--- src/rtl/centroid_pkg.sv ---
// Shared widths, FSM states and datapath types for centroid_calc.
// Define CENTROID_WEIGHTED_EN for an intensity-weighted centroid.
package centroid_pkg;

`ifdef CENTROID_WEIGHTED_EN
   localparam int W_EXTRA = 4;
`else
   localparam int W_EXTRA = 0;
`endif

   function automatic int sum_w(input int img_w, input int roi_h);
      return $clog2(img_w * img_w * roi_h) + W_EXTRA;
   endfunction

   function automatic int cnt_w(input int img_w, input int roi_h);
      return $clog2(img_w * roi_h + 1) + W_EXTRA;
   endfunction

   typedef enum logic [1:0] {IDLE, DIV, DONE, LOST} state_t;

   localparam int SUM_W_DEF = sum_w(640, 60);
   localparam int CNT_W_DEF = cnt_w(640, 60);

   typedef logic [SUM_W_DEF-1:0] sum_t;
   typedef logic [CNT_W_DEF-1:0] cnt_t;

endpackage

--- src/rtl/centroid_calc_divider.sv ---
// Restoring shift-subtract divider, one quotient bit per clock.
// start loads operands; done pulses once when quo is final.
module seq_divider #(
   parameter int N_W = 25,
   parameter int D_W = 16
) (
   input  logic           clk,
   input  logic           rst,
   input  logic           start,
   input  logic [N_W-1:0] num,
   input  logic [D_W-1:0] den,
   output logic           busy,
   output logic           done,
   output logic [N_W-1:0] quo
);

   localparam int C_W = $clog2(N_W + 1);

   logic [D_W-1:0] rem;
   logic [D_W-1:0] den_q;
   logic [C_W-1:0] left;
   logic [D_W:0]   trial;
   logic           ge;

   assign trial = {rem, quo[N_W-1]};
   assign ge    = trial >= {1'b0, den_q};

   always_ff @(posedge clk or posedge rst) begin
      if (rst) begin
         rem   <= '0;
         den_q <= '0;
         quo   <= '0;
         left  <= '0;
         busy  <= 1'b0;
         done  <= 1'b0;
      end else begin
         done <= 1'b0;
         if (start) begin
            rem   <= '0;
            den_q <= den;
            quo   <= num;
            left  <= C_W'(N_W);
            busy  <= 1'b1;
         end else if (busy) begin
            // remainder < den always fits in D_W bits
            rem  <= ge ? trial[D_W-1:0] - den_q : trial[D_W-1:0];
            quo  <= {quo[N_W-2:0], ge};
            left <= left - C_W'(1);
            if (left == C_W'(1)) begin
               busy <= 1'b0;
               done <= 1'b1;
            end
         end
      end
   end

endmodule

--- src/rtl/centroid_calc.sv ---
// Per-frame horizontal centroid of edge pixels in a bottom-of-frame ROI.
// Define CENTROID_WEIGHTED_EN for an intensity-weighted mean.
module centroid_calc
   import centroid_pkg::*;
#(
   parameter int IMG_W      = 640,
   parameter int IMG_H      = 480,
   parameter int ROI_HEIGHT = 60,
   parameter int THRESHOLD  = 0
) (
   input  logic                     clk,
   input  logic                     rst,
   input  logic [3:0]               pixel_in,
   input  logic                     in_ready,
   output logic [$clog2(IMG_W):0]   centroid_x,
   output logic                     line_valid,
   output logic                     line_lost
);

   localparam int X_W   = $clog2(IMG_W) + 1;
   localparam int Y_W   = $clog2(IMG_H);
   localparam int SUM_W = sum_w(IMG_W, ROI_HEIGHT);
   localparam int CNT_W = cnt_w(IMG_W, ROI_HEIGHT);

   logic [X_W-1:0]   x;
   logic [Y_W-1:0]   y;
   logic [SUM_W-1:0] sum_x, sum_inc, sum_nxt;
   logic [CNT_W-1:0] cnt, cnt_inc, cnt_nxt;
   logic [SUM_W-1:0] quo;
   logic [X_W-1:0]   cx_sat;
   logic             last_x, last_y, eof, in_roi, hit;
   logic             start, lost_go, div_busy, div_done;
   state_t           state, state_nxt;

   assign last_x = x == X_W'(IMG_W - 1);
   assign last_y = y == Y_W'(IMG_H - 1);
   assign eof    = in_ready & last_x & last_y;
   assign in_roi = y >= Y_W'(IMG_H - ROI_HEIGHT);
   assign hit    = in_ready & in_roi & (pixel_in > 4'(THRESHOLD));

`ifdef CENTROID_WEIGHTED_EN
   assign sum_inc = SUM_W'(x) * SUM_W'(pixel_in);
   assign cnt_inc = CNT_W'(pixel_in);
`else
   assign sum_inc = SUM_W'(x);
   assign cnt_inc = CNT_W'(1);
`endif

   // next-sum includes the EOF pixel so the snapshot is complete
   assign sum_nxt = sum_x + (hit ? sum_inc : '0);
   assign cnt_nxt = cnt + (hit ? cnt_inc : '0);

   assign start   = eof & (state == IDLE) & (cnt_nxt != '0);
   assign lost_go = eof & (state == IDLE) & (cnt_nxt == '0);

   assign cx_sat = (|quo[SUM_W-1:X_W]) ? '1 : quo[X_W-1:0];

   always_ff @(posedge clk or posedge rst) begin
      if (rst) begin
         x     <= '0;
         y     <= '0;
         sum_x <= '0;
         cnt   <= '0;
      end else if (in_ready) begin
         if (last_x) begin
            x <= '0;
            y <= last_y ? '0 : y + Y_W'(1);
         end else begin
            x <= x + X_W'(1);
         end
         sum_x <= eof ? '0 : sum_nxt;
         cnt   <= eof ? '0 : cnt_nxt;
      end
   end

   seq_divider #(
      .N_W (SUM_W),
      .D_W (CNT_W)
   ) u_div (
      .clk   (clk),
      .rst   (rst),
      .start (start),
      .num   (sum_nxt),
      .den   (cnt_nxt),
      .busy  (div_busy),
      .done  (div_done),
      .quo   (quo)
   );

   always_ff @(posedge clk or posedge rst) begin
      if (rst) begin
         state      <= IDLE;
         centroid_x <= '0;
         line_lost  <= 1'b0;
      end else begin
         state <= state_nxt;
         if (state == DIV && div_done) begin
            centroid_x <= cx_sat;
            line_lost  <= 1'b0;
         end else if (lost_go) begin
            line_lost <= 1'b1;
         end
      end
   end

   always_comb begin
      state_nxt  = state;
      line_valid = 1'b0;
      unique case (state)
         IDLE: begin
            if (start)        state_nxt = DIV;
            else if (lost_go) state_nxt = LOST;
         end
         DIV: begin
            if (div_done || !div_busy && !start) state_nxt = div_done ? DONE : IDLE;
         end
         DONE: begin
            line_valid = 1'b1;
            state_nxt  = IDLE;
         end
         LOST: begin
            line_valid = 1'b1;
            state_nxt  = IDLE;
         end
      endcase
   end

endmodule

--- config.mk ---
export PLATFORM = sky130hd
export DESIGN_NAME = centroid_calc
export DESIGN_NICKNAME = d
export VERILOG_FILES = /design/src/rtl/centroid_pkg.sv /design/src/rtl/centroid_calc_divider.sv /design/src/rtl/centroid_calc.sv
export SDC_FILE = /design/constraint.sdc
export NUM_CORES = 1
export LEC_CHECK = 0
export CAP_MARGIN = 20
export CELL_PAD_IN_SITES_DETAIL_PLACEMENT = 2
export CELL_PAD_IN_SITES_GLOBAL_PLACEMENT = 2
export CORE_MARGIN = 3
export CORE_UTILIZATION = 40
export CTS_CLUSTER_SIZE = 14
export DETAILED_ROUTE_END_ITERATION = 16
export PLACE_DENSITY_LB_ADDON = 0.1
export SLEW_MARGIN = 20
export SYNTH_ARGS = -nofsm -noshare
export SYNTH_HDL_FRONTEND = slang
export SYNTH_SLANG_ARGS = --single-unit
--- constraint.sdc ---
create_clock -name clk -period 4.9 [get_ports clk]
set_input_delay 0.735 -clock clk [delete_from_list [all_inputs] [get_ports clk]]
set_output_delay 0.735 -clock clk [all_outputs]
set_load 0.03 [all_outputs]
Yosys cells after proc, flatten, opt, wreduce, memory -nomap -nowiden

Cells that the tools add are included.

Flip-flop bits (word level): 139
Input port bits: 7
Output and inout port bits: 13
Logic and storage cells: 79

Add/subtract/negate cells: 6
Order comparisons: 3
Equality and inequality tests: 8
Muxes and demuxes: 28
Bitwise operators: 7
Reduce and logical (&&, ||, !) cells: 14

Operator list:

| cell                  | number |
|---|---|
| $mux 25               | 3 |
| $mux 16               | 4 |
| $mux 11               | 3 |
| $add 25x11->25        | 1 |
| $ge 17x16->1          | 1 |
| $add 16x1->16         | 1 |
| $logic_not 16->1      | 1 |
| $reduce_bool 16->1    | 1 |
| $sub 16x16->16        | 1 |
| $reduce_or 14->1      | 1 |
| $add 11x1->11 const B | 1 |
| $eq 11x10->1 const B  | 1 |
| $mux 1                | 10 |
| $mux 5                | 2 |
| $add 9x1->9 const B   | 1 |
| $eq 9x9->1 const B    | 1 |
| $ge 9x9->1 const B    | 1 |
| $mux 9                | 1 |
| $mux 2                | 4 |
| $and 1x1->1           | 7 |
| $pmux 2 s3            | 1 |
| $eq 5x1->1 const B    | 1 |
| $sub 5x1->5 const B   | 1 |
| $eq 2x2->1 const B    | 2 |
| 11 further kinds      | 15 |

Longest topological paths before layout

Depth after elaboration: 12
Depth in mapped cells: 18
Gate-level depth less buffers: 15

Modules after synthesis

Synthesis repeated with hierarchy kept, for this count alone.

Cell total of the unflattened synthesis: 932
Area, all modules: 8529.4 um2

Modules (own cells, without submodules):

| module        | times used | cells each | area each (um2) | seq. area each (um2) |
|---|---|---|---|---|
| centroid_calc | 1          | 510        | 4690.7          | 1876.8 |
| seq_divider   | 1          | 422        | 3838.7          | 1601.5 |

Least setup slack after synthesis

No wires, ideal clock.

Path type: input-to-reg
Start point: input port in_ready
End point: register u_div.den_q[11]
Library setup time: 0.124 ns
Data arrival time: 4.133 ns
Required time: 4.776 ns
Path slack: 0.643 ns
Stages: 18
Buffers on the path: 6
Cell sequence: clkbuf_1 nand3_1 nor3_1 clkbuf_1 ha_1 ha_1 buf_2 nand3_1 or4_1 buf_2 nor3b_1 o21ai_2 nor4_2 or4_4 buf_6 buf_6 nor3_1 a21oi_1

Word-level cells in the longest chain between the ends: 6
Elaborated cells on any way between the ends: 9
Classes of those cells: 1 x add/sub; 1 x mux; 6 x bitwise; 1 x reduce/logical

RTL lines:

| what                     | RTL line                    | source |
|---|---|---|
| start, declared          | centroid_calc.sv:14         | `input logic in_ready,` |
| $and 1x1->1 (2 in a row) | centroid_calc.sv:39         | `assign hit = in_ready & in_roi & (pixel_in > 4'(THRESHOLD));` |
| $mux 1                   | centroid_calc.sv:51         | `assign cnt_nxt = cnt + (hit ? cnt_inc : '0);` |
| $add 16x1->16            | centroid_calc.sv:51         |  |
| $reduce_bool 16->1       | centroid_calc.sv:53         | `assign start = eof & (state == IDLE) & (cnt_nxt != '0);` |
| $and 1x1->1              | centroid_calc.sv:53         |  |
| end signal, assigned     | centroid_calc_divider.sv:40 | `den_q <= den;` |
| end, declared            | centroid_calc_divider.sv:20 | `logic [D_W-1:0] den_q;` |

Parallel ways exist; a longest one is shown, timed or not.
A chain may end at the register's enable or synchronous reset.

Worst setup path in the final report

Start point: input port in_ready
End point: register u_div.quo[23]

Word-level cells in the longest chain between the ends: 7
Elaborated cells on any way between the ends: 13
Classes of those cells: 2 x add/sub; 3 x mux; 6 x bitwise; 2 x reduce/logical

RTL lines:

| what                                                | RTL line                    | source |
|---|---|---|
| $and 1x1->1 (2 in a row)                            | centroid_calc.sv:39         |  |
| $mux 1                                              | centroid_calc.sv:51         |  |
| $add 16x1->16                                       | centroid_calc.sv:51         |  |
| $reduce_bool 16->1                                  | centroid_calc.sv:53         |  |
| $and 1x1->1                                         | centroid_calc.sv:53         |  |
| $mux 25 / $reduce_bool 2->1 (equally long branches) | --                          |  |
| end signal, assigned                                | centroid_calc_divider.sv:41 | `quo <= num;` |
| end signal, assigned                                | centroid_calc_divider.sv:47 | `quo <= {quo[N_W-2:0], ge};` |
| end, declared                                       | centroid_calc_divider.sv:14 | `output logic [N_W-1:0] quo` |

Parallel ways exist; a longest one is shown, timed or not.

==> metrics.md <==
| Metric | Value |
|---|---|
| Cells after DPL | 1150 |
| CTS Buf Count | 17 |
| Initial antenna violation count | 0 |
| Antenna Nets Post-Route | 0 |
| Die area | 22400 µm² |
| GPL Wtd Cong | 0.835 |
| Post-CTS Setup Bufs | 0 |
| Layout cells sized above 1 | 0.109 |
| DR vias | 6704 |
| DP Area | 8720 µm² |
| Avg WL per Cell | 21.1 µm |
| Synth Register Bits | 139 |
| Worst Skew | 0.0123 ns |
| # resized after CTS | 0 |
| Startpoint types | input pin |
| PwrDens | 287 nW/µm² |
| Hold Crit Class | reg -> reg |
| Fin nets | 947 |
| Setup CP Type | in -> reg |
| CTS tree | yes |
| Worst r2r src | y[2] |
| Flop2flop setup slack | 0.79 ns |
| Post-synth net total | 934 |
| CP max FO | 32 |
| Hold-critical path depth | 1 |
| Worst r2r dst | u_div.quo[23] |
| Worst-Margin Slew | 1.04 ns |
| Clock-pin slew on the worst setup and hold paths | 0.07 ns |
| Crit. Startpoint | in_ready |
| Sequential area share after synthesis | 0.422 |
| DR DRC count | 0 |
| Final Hold Fails | 0 |
| Asr flop ratio synth | 1.00 |
| Pre-antenna DRT Iters | 4 |
| Commonest non-fill, non-tap cell in the layout | dfrtp_1 |
| EDFF count, synth | 0 |
| Root buf cell | clkbuf_16 |
| Ant diodes | 0 |
| Final setup vio count | 0 |
| Commonest cells after routing, fill and taps aside | dfrtp_1 (138), nand2_1 (92), o21ai_0 (78) |
| IO Pins | 20 |
| Crit path time final | 4.37 ns |
| Fmax | 229 MHz |
| Skew-Pair Late Insertion Delay | 0.43 ns |
| Initial Util | 0.416 |
| Global route overflow | 0 |
| CTS sink cnt | 139 |
| Mean post-synth cell area | 9.26 µm² |
| First-pass GRT wire length | 41900 µm |
| Final Max Slew Viols | 0 |
| P_leak | 4.15 nW |
| Ys flop type | dfrtp_1 |
| Clock buffer depth | 2 |
| Vias per inst | 5.67 |
| CP Data Required Time | 5.21 ns |
| Outcome | complete, no violations |
| Synth-to-layout area growth | 13.1% |
| Final instance area | 9330 µm² |
| H-tree levels | 4 |
| Hold path startpoint | x[10] |
| Pin count of the biggest net entering global routing | 92 |
| Cells after Synth | 891 |
| Final std cells w/o fill | 1182 |
| Ys Warns | 0 |
| Die Y | 150 µm |
| CP Data Arrival Time | 4.68 ns |
| Vias in the first global route | 7649 |
| Die width | 150 µm |
| Setup crit end kind | flip-flop |
| Max-cap viol count | 0 |
| Core box area | 19800 µm² |
| Worst R2R Path Depth | 15 |
| DR iter-0 viols | 223 |
| Slew Limit Headroom | 0.310 |
| IO Port Bufs | 19 |
| DP HPWL | 17000 µm |
| Hold Crit Endpoint | x[10] |
| Number of hold buffers added after CTS | 0 |
| Synth Cell Area | 8250 µm² |
| Post-synth cell types | 61 |
| Setup_tns | 0 ns |
| Row count | 51 |
| Final WL | 24900 µm |
| Final period util | 0.891 |
| RSZ-0062 raised after global routing | false |
| Global Route Usage Sum | 0.237 |
| VDD IR-drop max | 0.000255 V |
state kept, by name (all words and copies together) (netlist names):
name and flops:
sum_x 25, u_div.quo 25, cnt 16, u_div.den_q 16, u_div.rem 16, centroid_x 11
x 11, y 9, u_div.left 5, state 2, line_lost 1, u_div.busy 1
u_div.done 1
metal layers:
metal	part of all wire	global-route usage
met5	0	0
met4	0.017	0.0650
met3	0.019	0.0363
met2	0.51	0.413
met1	0.46	0.306
Yosys cell counts, types with 3 or more instances:
cell	instances	area [µm²]
o22ai_1	3	18.8
or2_2	4	25.0
o2bb2ai_1	11	96.3
a21oi_1	56	280
o22a_1	12	105
a21oi_2	10	87.6
buf_2	10	50.1
a21o_1	3	22.5
nand4_1	16	100
nand2_1	92	345
o21ai_0	78	390
buf_6	4	45.0
clkbuf_1	30	113
nor2_1	62	233
mux2_2	19	214
o31ai_1	14	105
nand2b_1	8	50.1
nand3_1	21	105
xor2_1	27	236
buf_4	4	30.0
nor3_1	20	100
and3_1	9	56.3
a31oi_1	10	62.6
and2_1	13	81.3
a211oi_1	7	52.6
o211ai_1	6	45.0
nor4_1	10	62.6
dfrtp_1	139	3480
mux2i_1	23	230
or3_1	7	43.8
xnor2_1	43	377
ha_1	34	425
o21a_1	8	60.1
nor2b_1	5	31.3
inv_1	41	154
where the power goes:
part / internal, W / switching (W)
sequential: 0.00118 / 0.0000435
combinational: 0.0000429 / 0.0000768
clock: 0.000769 / 0.000571
layout make-up:
class	instances	area, µm²
Inverter	42	163
Fill cell	2132	10500
Multi-Input combinational cell	662	4370
Clock inverter	15	180
Tap cell	265	332
Clock buffer	17	425
Sequential cell	139	3480
Timing Repair Buffer	42	375
cells by family after synthesis:
family          Yosys count  synth area share
fa+ha+maj                36            0.0564
compound gates          231             0.176
xor+xnor                 70            0.0743
mux                      42            0.0539
buf+inv                  90            0.0479
flops                   139             0.422
simple gates            283             0.170
worst max-delay path, stage by stage:
cell and delay (ns):
clkdlybuf4s50_1 0.48, nand3_1 0.07, nor3_1 0.25, ha_1 0.34
ha_1 0.25, nand3_1 0.17, or4_1 0.62, nor3b_1 0.20
o21ai_2 0.14, nor4_2 0.07, or4_4 0.68, buf_12 0.25
buf_4 0.18, nor2_1 0.16, a21oi_1 0.06
how the worst max path moves through the flow:
stage                          to  slack (ns)
finish              u_div.quo[23]        0.53
global route        u_div.quo[23]        0.23
CTS                 u_div.quo[23]        0.52
detailed placement  u_div.quo[19]        0.18
global placement    u_div.quo[17]        0.34
floorplan           centroid_x[0]        0.44
stage by stage:
step | util | power [W] | setup slack (ns) | hold WS (ns)
2_1_floorplan | - | 0.00131 | 0.440 | 0.450
3_3_place_gp | 0.440 | 0.00135 | 0.342 | 0.473
3_5_place_dp | 0.440 | 0.00136 | 0.184 | 0.484
4_1_cts | 0.470 | 0.00272 | 0.516 | 0.499
5_1_grt | 0.470 | 0.00279 | 0.229 | 0.521
6_report | 0.470 | 0.00268 | 0.532 | 0.492
Power figures use the tool's default switching activity.
